`config.mk`:
```
export PLATFORM = sky130hd
export DESIGN_NAME = preadd_mac_accum_round
export DESIGN_NICKNAME = d
export VERILOG_FILES = /design/src/rtl/preadd_mac_accum_round.sv
export SDC_FILE = /design/constraint.sdc
export NUM_CORES = 1
export LEC_CHECK = 0
export ABC_AREA = 1
export BUFFER_PORTS_ARGS = -buffer_cell sky130_fd_sc_hd__buf_2
export CAP_MARGIN = 30
export CORE_UTILIZATION = 57
export DETAILED_ROUTE_END_ITERATION = 7
export PLACE_DENSITY = 0.91
export SETUP_SLACK_MARGIN = 0.2
export SLEW_MARGIN = 20
export SYNTH_ARGS = -nofsm -noshare
export SYNTH_HDL_FRONTEND = slang
export SYNTH_SLANG_ARGS = --single-unit
```
`constraint.sdc`:
```
create_clock -name clk -period 3.4 [get_ports clk]
set_input_delay 0.68 -clock clk [delete_from_list [all_inputs] [get_ports clk]]
set_output_delay 0.68 -clock clk [all_outputs]
set_load 0.05 [all_outputs]
```
`src/rtl/preadd_mac_accum_round.sv`:
```
`default_nettype none
// ============================================================================
// Module   : preadd_mac_accum_round
// Purpose  : Accumulates NACC signed products into one wide sum, then rounds,
//            arithmetic-right-shifts by SHIFT and saturates to OW bits.
//            The result is presented on a valid/ready output register.
// Options  : ACC_ROUND_CONV_EN - convergent (half-to-even) rounding when
//            defined; round half up (toward +inf on ties) otherwise.
// Revision : 1.0 - initial release
// ============================================================================
module preadd_mac_accum_round #(
  parameter int PW    = 48,
  parameter int NACC  = 8,
  parameter int SHIFT = 15,
  parameter int OW    = 16
) (
  input  logic          clk,
  input  logic          rst_n,
  input  logic          acc_clr_i,
  input  logic          in_valid_i,
  output logic          in_ready_o,
  input  logic [PW-1:0] in_data_i,
  output logic          out_valid_o,
  input  logic          out_ready_i,
  output logic [OW-1:0] out_data_o,
  output logic          out_sat_o,
  output logic [15:0]   sat_cnt_o
);

  // Accumulator holds NACC full-scale products without overflow.
  localparam int ACCW = PW + $clog2(NACC);
  localparam int CW   = (NACC > 1) ? $clog2(NACC) : 1;
  localparam logic [CW-1:0] CNT_LAST = CW'(NACC - 1);

  // Rounding and saturation constants, all at ACCW+1 bits.
  localparam logic [ACCW:0]        ONE  = {{ACCW{1'b0}}, 1'b1};
  localparam logic signed [ACCW:0] HALF = $signed(ONE << (SHIFT - 1));
  localparam logic signed [ACCW:0] MAXV = $signed((ONE << (OW - 1)) - ONE);
  localparam logic signed [ACCW:0] MINV = -$signed(ONE << (OW - 1));

  logic signed [ACCW-1:0] acc_q, acc_d;
  logic [CW-1:0]          cnt_q, cnt_d;
  logic                   out_valid_q, out_valid_d;
  logic [OW-1:0]          out_data_q, out_data_d;
  logic                   out_sat_q, out_sat_d;
  logic [15:0]            sat_cnt_q, sat_cnt_d;

  logic                   w_accept;
  logic                   w_last;
  logic signed [PW-1:0]   w_in_s;
  logic signed [ACCW-1:0] w_in_ext;
  logic signed [ACCW-1:0] w_base_acc;
  logic [CW-1:0]          w_base_cnt;
  logic signed [ACCW-1:0] w_sum;
  logic signed [ACCW:0]   w_sum_x;
  logic signed [ACCW:0]   w_q_hu;
  logic signed [ACCW:0]   w_q;
  logic                   w_hi;
  logic                   w_lo;
  logic [OW-1:0]          w_res;

  // The stage can take a sample whenever the output register is free or
  // being emptied this cycle.
  assign in_ready_o = ~out_valid_q | out_ready_i;
  assign w_accept   = in_valid_i & in_ready_o;

  // A clear in the same cycle as an accept makes that sample the first of a
  // fresh frame, so the add starts from zero.
  assign w_base_acc = acc_clr_i ? '0 : acc_q;
  assign w_base_cnt = acc_clr_i ? '0 : cnt_q;
  assign w_last     = (w_base_cnt == CNT_LAST);

  assign w_in_s   = in_data_i;
  assign w_in_ext = ACCW'(w_in_s);
  assign w_sum    = w_base_acc + w_in_ext;

  // One extra bit of headroom so adding the rounding half cannot wrap.
  assign w_sum_x = (ACCW + 1)'(w_sum);
  assign w_q_hu  = (w_sum_x + HALF) >>> SHIFT;

`ifdef ACC_ROUND_CONV_EN
  logic                 w_tie;
  logic signed [ACCW:0] w_trunc;
  assign w_tie   = (w_sum_x[SHIFT-1:0] == HALF[SHIFT-1:0]);
  assign w_trunc = w_sum_x >>> SHIFT;
  // On an exact tie round to the even neighbour: bump only if truncation
  // left an odd value.
  assign w_q     = w_tie ? (w_trunc + (ACCW + 1)'(w_sum_x[SHIFT])) : w_q_hu;
`else
  assign w_q     = w_q_hu;
`endif

  assign w_hi  = (w_q > MAXV);
  assign w_lo  = (w_q < MINV);
  assign w_res = w_hi ? MAXV[OW-1:0] : (w_lo ? MINV[OW-1:0] : w_q[OW-1:0]);

  // Next-state: accumulate, close frames, and manage the output register.
  always_comb begin
    acc_d       = acc_q;
    cnt_d       = cnt_q;
    out_valid_d = out_valid_q;
    out_data_d  = out_data_q;
    out_sat_d   = out_sat_q;
    sat_cnt_d   = sat_cnt_q;

    if (w_accept) begin
      if (w_last) begin
        acc_d = '0;
        cnt_d = '0;
      end else begin
        acc_d = w_sum;
        cnt_d = w_base_cnt + CW'(1);
      end
    end else if (acc_clr_i) begin
      acc_d = '0;
      cnt_d = '0;
    end

    if (w_accept && w_last) begin
      out_valid_d = 1'b1;
      out_data_d  = w_res;
      out_sat_d   = w_hi | w_lo;
      if ((w_hi | w_lo) && (sat_cnt_q != 16'hFFFF)) begin
        sat_cnt_d = sat_cnt_q + 16'd1;
      end
    end else if (out_ready_i) begin
      out_valid_d = 1'b0;
    end
  end

  // State registers with asynchronous reset.
  always_ff @(posedge clk or negedge rst_n) begin
    if (!rst_n) begin
      acc_q       <= '0;
      cnt_q       <= '0;
      out_valid_q <= 1'b0;
      out_data_q  <= '0;
      out_sat_q   <= 1'b0;
      sat_cnt_q   <= '0;
    end else begin
      acc_q       <= acc_d;
      cnt_q       <= cnt_d;
      out_valid_q <= out_valid_d;
      out_data_q  <= out_data_d;
      out_sat_q   <= out_sat_d;
      sat_cnt_q   <= sat_cnt_d;
    end
  end

  assign out_valid_o = out_valid_q;
  assign out_data_o  = out_data_q;
  assign out_sat_o   = out_sat_q;
  assign sat_cnt_o   = sat_cnt_q;

endmodule
`default_nettype wire
```
==> results of run 1 <==
## cells by family after synthesis
kind of cell | count (synthesis)
DFF | 88
and+or+nand+nor | 1267
buffers and inverters | 388
xor gates and xnor gates | 31
AOI/OAI and AO/OA | 125
adders and majority gates | 55
## metrics by stage
stage	std cells	instance area [µm²]	hold WS (ns)
2_1_floorplan	1954	11500	0.384
3_3_place_gp	2532	14100	0.462
3_5_place_dp	2532	14100	0.466
4_1_cts	2589	15600	0.239
## layer usage
metal	global-route usage, %	overflow
met3	51.2	0
met1	69.2	0
met2	84.4	0
met4	65.4	5
met5	16.5	0
## timing repair
item / in CTS
cloned: 9
setup endpoints to repair: 33
pin swaps: 56
endpoints found under the hold margin: 0
gates resized for setup: 209
buffers inserted: 32
==> results.tsv, run 1 <==
metric	value	unit
cts_htree_levels	3	
clockBufferDepth	2	
synth-compound-area-share	6.51	%
async_flop_share	100	%
yosys.area_share.simple	51.4	%
grt_pass1_wl	100000	µm
stop_stage	global routing	
synth.most_common_cell	nand2_1	
yosys.area.top_type	nand2_1	
io_pins	88	
ys_ff_latch	88	
initial_core_util	58.7	%
grt.overflow.total	5	
grt_max_degree	53	
synthAdderAreaFrac	6.29	%
pre_cts_ws	-1.17	ns
yosys-top-cells-count	nand2_1, inv_1, nor2_1	
synth.avg_cell_area	5.66	µm²
ys_seq_area_share	19.9	%
error_line	[ERROR GRT-0116] Global routing finished with congestion. Check the congestion regions in the DRC Viewer.	
io_buffers	87	
synth_nets	2062	
synth_area	11100	µm²
ctsHoldBuffers	0	
cts_made_buffers	9	
synthMuxAreaShare	0	%
hpwl	33100	µm
fp.dieH	141	µm
outcome	stopped before the end	
synth_area_leaders	nand2_1, dfrtp_1, inv_1, nor2_1, ha_1	
yosys_warnings	0	
rows	50	
grt_pass1_vias	17900	
synthDistinctLibCells	43	
grt_use_total	67.5	%
cts_sinks	88	
ys_dominant_reg_cell	dfrtp_1	
syn_inst	1954	
synth_xor_area_share	2.46	%
cts_root_buf	clkbuf_16	
synth_top_area_share	25.2	%
synth_top_family_by_area	simple AND/OR/NAND/NOR gates	
synth-edff-count	0	
die_x	141	µm
gp_congestion	1.14	
==> inputs of run 2 (changes only) <==
CORE_UTILIZATION = 40   (was 57)
PLACE_DENSITY = default   (was 0.91)
PLACE_DENSITY_LB_ADDON = 0.15   (was default)
SETUP_SLACK_MARGIN = default   (was 0.2)
clock period = 4.4 ns   (was 3.4 ns; I/O delays follow)
==> results.tsv, run 2 <==
metric	value	unit
crit_arrival	4.47	ns
wirelength	46800	µm
setup_violations	0	
fin_cells	2730	
ys_ff_latch	88	
startpoint_type	input pin	
synthMuxAreaShare	0	%
synth.avg_cell_area	5.66	µm²
rows	60	
yosys.area.top_type	nand2_1	
synth_nets	2062	
slew_headroom	46.9	%
grt_pass1_vias	12800	
ys_seq_area_share	19.9	%
synth_top_family_by_area	simple AND/OR/NAND/NOR gates	
r2r_start	acc_q[14]	
whs	0.484	ns
ir_drop	0.159	mV
clockBufferDepth	2	
power_density	296	nW/µm²
critPathKind	input pin to flop	
slew_viol_final	0	
synth-edff-count	0	
worstHoldPathCells	2	
async_flop_share	100	%
synthAdderAreaFrac	6.29	%
synth.most_common_cell	nand2_1	
finalPower	4.88	mW
synth-compound-area-share	6.51	%
grt_pass1_wl	69200	µm
synth_top_area_share	25.2	%
hpwl	36900	µm
wl_per_cell	17.2	µm
rr_worst_depth	30	
leakage	8.90	nW
io_pins	88	
final_common_cell	nand2_1	
antenna_found_initial	0	
synth_xor_area_share	2.46	%
min_from	out_sat_o	
synthDistinctLibCells	43	
crit_fanout	9	
grt.overflow.total	0	
hold_viol_final	0	
top_register	acc_q	
io_buffers	87	
ys_dominant_reg_cell	dfrtp_1	
cts_sinks	88	
r2r_slack	0.49	ns
coreArea	27000	µm²
nNetsFinal	2492	
dieArea	28300	µm²
post-route-drc-count	0	
end_kind	flop	
yosys_warnings	0	
cts_made_buffers	9	
fp.dieH	168	µm
fin_util	61.0	%
routed_via_density	5.04	
firstDrtPassIters	5	
grt_use_total	32.0	%
vias	13800	
cpMaxStageDelayCell	ha_4	
slowest_delay	0.28	ns
ant_nets	0	
fin_setup_tns	0	ns
whs_endpoint	out_sat_o	
cts_tree	built	
ctsHoldBuffers	0	
most-common-layout-cells	nand2_1, buf_4, inv_1	
period_needed	4.21	ns
cts_htree_levels	3	
worst_pin_slew	0.797	ns
clock_latency	0.37	ns
grt_max_degree	59	
cts_root_buf	clkbuf_16	
clk_pin_slew_worst_paths	0.08	ns
yosys.area_share.simple	51.4	%
fin_crit_sh	95.6	%
synth_area	11100	µm²
synth_area_leaders	nand2_1, dfrtp_1, inv_1, nor2_1, ha_1	
die_x	168	µm
maxCapViolCount	0	
antennaDiodeCount	0	
initial_core_util	40.9	%
largest_reg_flops	51	
syn_inst	1954	
fill_cells	2698	
clock_skew	0.0103	ns
max_freq	238	MHz
area_growth	49.2	%
required	4.66	ns
dpl.cell_count	2664	
hold_class	flop to flop	
drive_gt1_share	37.8	%
outcome	finished clean	
gp_congestion	1.04	
yosys-top-cells-count	nand2_1, inv_1, nor2_1	
drt_first_iter_violations	924	
reg2reg_to	sat_cnt_o[14]	
## run 2: cell counts after synthesis
No cell type changed its count.
## run 2: worst max-delay path by stage
| stage | start | to | slack (ns) | depth (start not counted) |
|---|---|---|---|---|
| finish | acc_clr_i | sat_cnt_o[14] | 0.19 | 32 |
| global route | acc_clr_i | sat_cnt_o[2] | -0.06 | 31 |
| CTS | acc_clr_i | sat_cnt_o[2] | 0.006 | 29 |
| detailed placement | acc_clr_i | sat_cnt_o[3] | -0.53 | 32 |
| global placement | acc_clr_i | sat_cnt_o[8] | -0.56 | 31 |
| floorplan | acc_clr_i | sat_cnt_o[12] | 0.04 | 32 |
## run 2: cell type report
type	count	area, µm²	area share [%]
Timing Repair Buffer	441	3280	19.9
Clock buffer	9	225	1.37
Tap cell	341	427	2.59
Multi-Input combinational cell	1480	8900	54.0
Sequential cell	88	2200	13.4
Clock inverter	7	88.8	0.539
Inverter	364	1370	8.30
## run 2: layer usage
layer,vias to the layer above,share of wire (%),GRT usage (%)
li1,6892,-,-
met1,6358,44,40.9
met2,413,47,54.9
met3,109,4.9,2.66
met4,0,4.6,13.9
met5,-,0,0
## run 2: stage by stage
| step | area, µm² | setup slack [ns] |
|---|---|---|
| finish | 16500 | 0.192 |
| global route | 16500 | -0.0621 |
| CTS | 14600 | 0.00626 |
| detailed placement | 14100 | -0.532 |
| global placement | 14100 | -0.562 |
| floorplan | 11100 | 0.0389 |
## run 2: report_power, final
group	switching (mW)	total (mW)	internal [mW]
Combinational	1.81	3.06	1.25
Sequential	0.0257	0.927	0.902
Clock	0.433	0.889	0.456
## run 2: kinds of logic after synthesis
| logic type | Yosys count |
|---|---|
| AO/OA/AOI/OAI | 125 |
| buffers and inverters | 388 |
| AND/OR/NAND/NOR | 1267 |
| flip-flops | 88 |
| adder cells (fa/ha/maj) | 55 |
| XOR/XNOR | 31 |
## run 2: worst max-delay path: cells and delay by family
family                   cells  cell delay [ns]
adder cells (fa/ha/maj)      1             0.28
buffers and inverters        7             0.98
AND/OR/NAND/NOR             24             2.28
## run 2: repair_timing
| item | CTS | global route |
|---|---|---|
| setup endpoints to repair | 32 | 32 |
| setup buffers | 4 | 39 |
| resized for setup | 27 | 348 |
| hold endpoints to repair | 0 | 0 |
| gates cloned | 2 | 5 |
| pin swaps | 5 | 91 |
No activity file was read; power rests on OpenSTA's default activity.
==> inputs of run 3 (changes only) <==
==> constraint.sdc (replaced) <==
create_clock -name clk -period 4.4 [get_ports clk]
set_input_delay 0.22 -clock clk [delete_from_list [all_inputs] [get_ports clk]]
set_output_delay 0.22 -clock clk [all_outputs]
set_load 0.05 [all_outputs]
==> results.tsv, run 3 (same netlist as run 2, synthesis figures left out) <==
metric	value	unit
outcome	finished clean	
cts_sinks	88	
critPathKind	flop to flop	
fin_crit_sh	92.6	%
maxCapViolCount	0	
startpoint_type	flop	
end_kind	flop	
cts_tree	built	
cts_root_buf	clkbuf_16	
hpwl	33500	µm
drt_first_iter_violations	1059	
top_register	acc_q	
most-common-layout-cells	nand2_1, inv_1, nor2_1	
die_x	168	µm
gp_congestion	1.00	
worst_pin_slew	0.780	ns
reg2reg_to	sat_cnt_o[9]	
antennaDiodeCount	0	
max_freq	245	MHz
rows	60	
drive_gt1_share	18.4	%
wirelength	40400	µm
routed_via_density	5.08	
ant_nets	0	
clock_latency	0.37	ns
fp.dieH	168	µm
initial_core_util	40.9	%
clk_pin_slew_worst_paths	0.07	ns
cts_made_buffers	9	
final_common_cell	nand2_1	
whs	0.152	ns
period_needed	4.07	ns
clockBufferDepth	2	
pre_cts_ws	0.0644	ns
io_buffers	87	
dieArea	28300	µm²
hold_class	input pin to flop	
worstHoldPathCells	4	
leakage	7.28	nW
firstDrtPassIters	5	
slew_headroom	48.0	%
nNetsFinal	2218	
grt_use_total	28.9	%
grt_pass1_vias	11600	
r2r_slack	0.33	ns
grt_pass1_wl	63000	µm
setup_violations	0	
grt.overflow.total	0	
grt_max_degree	56	
finalWorstSetupSlack	0.325	ns
fin_cells	2456	
required	4.65	ns
coreArea	27000	µm²
r2r_start	acc_q[0]	
whs_endpoint	out_valid_o	
dpl.cell_count	2432	
power_density	304	nW/µm²
wl_per_cell	16.4	µm
min_from	out_ready_i	
rr_worst_depth	30	
clock_skew	0.0160	ns
vias	12500	
post-route-drc-count	0	
crit_fanout	10	
cpMostUsedCell	nand2_1	
antenna_found_initial	1	
hold_viol_final	0	
slowest_delay	0.39	ns
cts_htree_levels	3	
ir_drop	0.196	mV
slew_viol_final	0	
largest_reg_flops	51	
io_pins	88	
cpMaxStageDelayCell	fa_2	
crit_arrival	4.33	ns
area_growth	16.6	%
==> run 3: where the power goes <==
| part | switching (mW) | internal, mW |
|---|---|---|
| Clock | 0.437 | 0.403 |
| Sequential | 0.0246 | 0.901 |
| Combinational | 1.48 | 0.672 |
==> run 3: layout make-up <==
class | count | area, µm²
clock buffers | 9 | 225
multi-input cells | 1479 | 7470
inverters | 364 | 1370
well taps | 341 | 427
flip-flops and latches | 88 | 2200
repair buffers | 168 | 1120
fillers | 2972 | 14100
clock inverters | 7 | 72.6
==> run 3: metrics by stage <==
step / total power [mW] / instance area, µm² / setup TNS (ns) / utilization, %
after floorplan: 2.30 / 11100 / 0 / -
after global placement: 3.02 / 12400 / 0 / 45.9
after detailed placement: 3.03 / 12400 / 0 / 46.0
after CTS: 3.88 / 12700 / 0 / 47.1
after global routing: 4.19 / 12900 / -0.142 / 47.7
final: 3.91 / 12900 / 0 / 47.7
==> run 3: timing repair <==
item,CTS,global route
setup endpoints to repair,0,32
hold buffers,1,0
setup buffers,0,6
gates resized for setup,0,29
hold endpoints to repair,54,0
==> run 3: per-layer routing <==
layer / share of wire [%] / vias up / global-route usage, %
met2: 45 / 442 / 47.6
li1: - / 6342 / -
met4: 4.5 / 2 / 12.6
met1: 45 / 5624 / 38.8
met5: 0.032 / - / 0
met3: 6.1 / 69 / 2.44
==> run 3: worst max-delay path by stage <==
stage	slack, ns	startpoint	to	cells after the start
6_report	0.33	acc_q[0]	sat_cnt_o[9]	30
5_1_grt	-0.03	acc_q[12]	sat_cnt_o[15]	29
4_1_cts	0.1	acc_q[0]	out_data_o[2]	29
3_5_place_dp	0.06	acc_clr_i	sat_cnt_o[4]	31
3_3_place_gp	0.05	acc_clr_i	sat_cnt_o[0]	30
2_1_floorplan	0.47	acc_clr_i	sat_cnt_o[12]	32
==> run 3: critical path: cells and delay by family, from the launching register on <==
family | cells | cell delay [ns]
AND/OR/NAND/NOR | 22 | 2.29
flip-flops | 1 | 0.33
adder cells (fa/ha/maj) | 3 | 0.78
buffers and inverters | 5 | 0.58
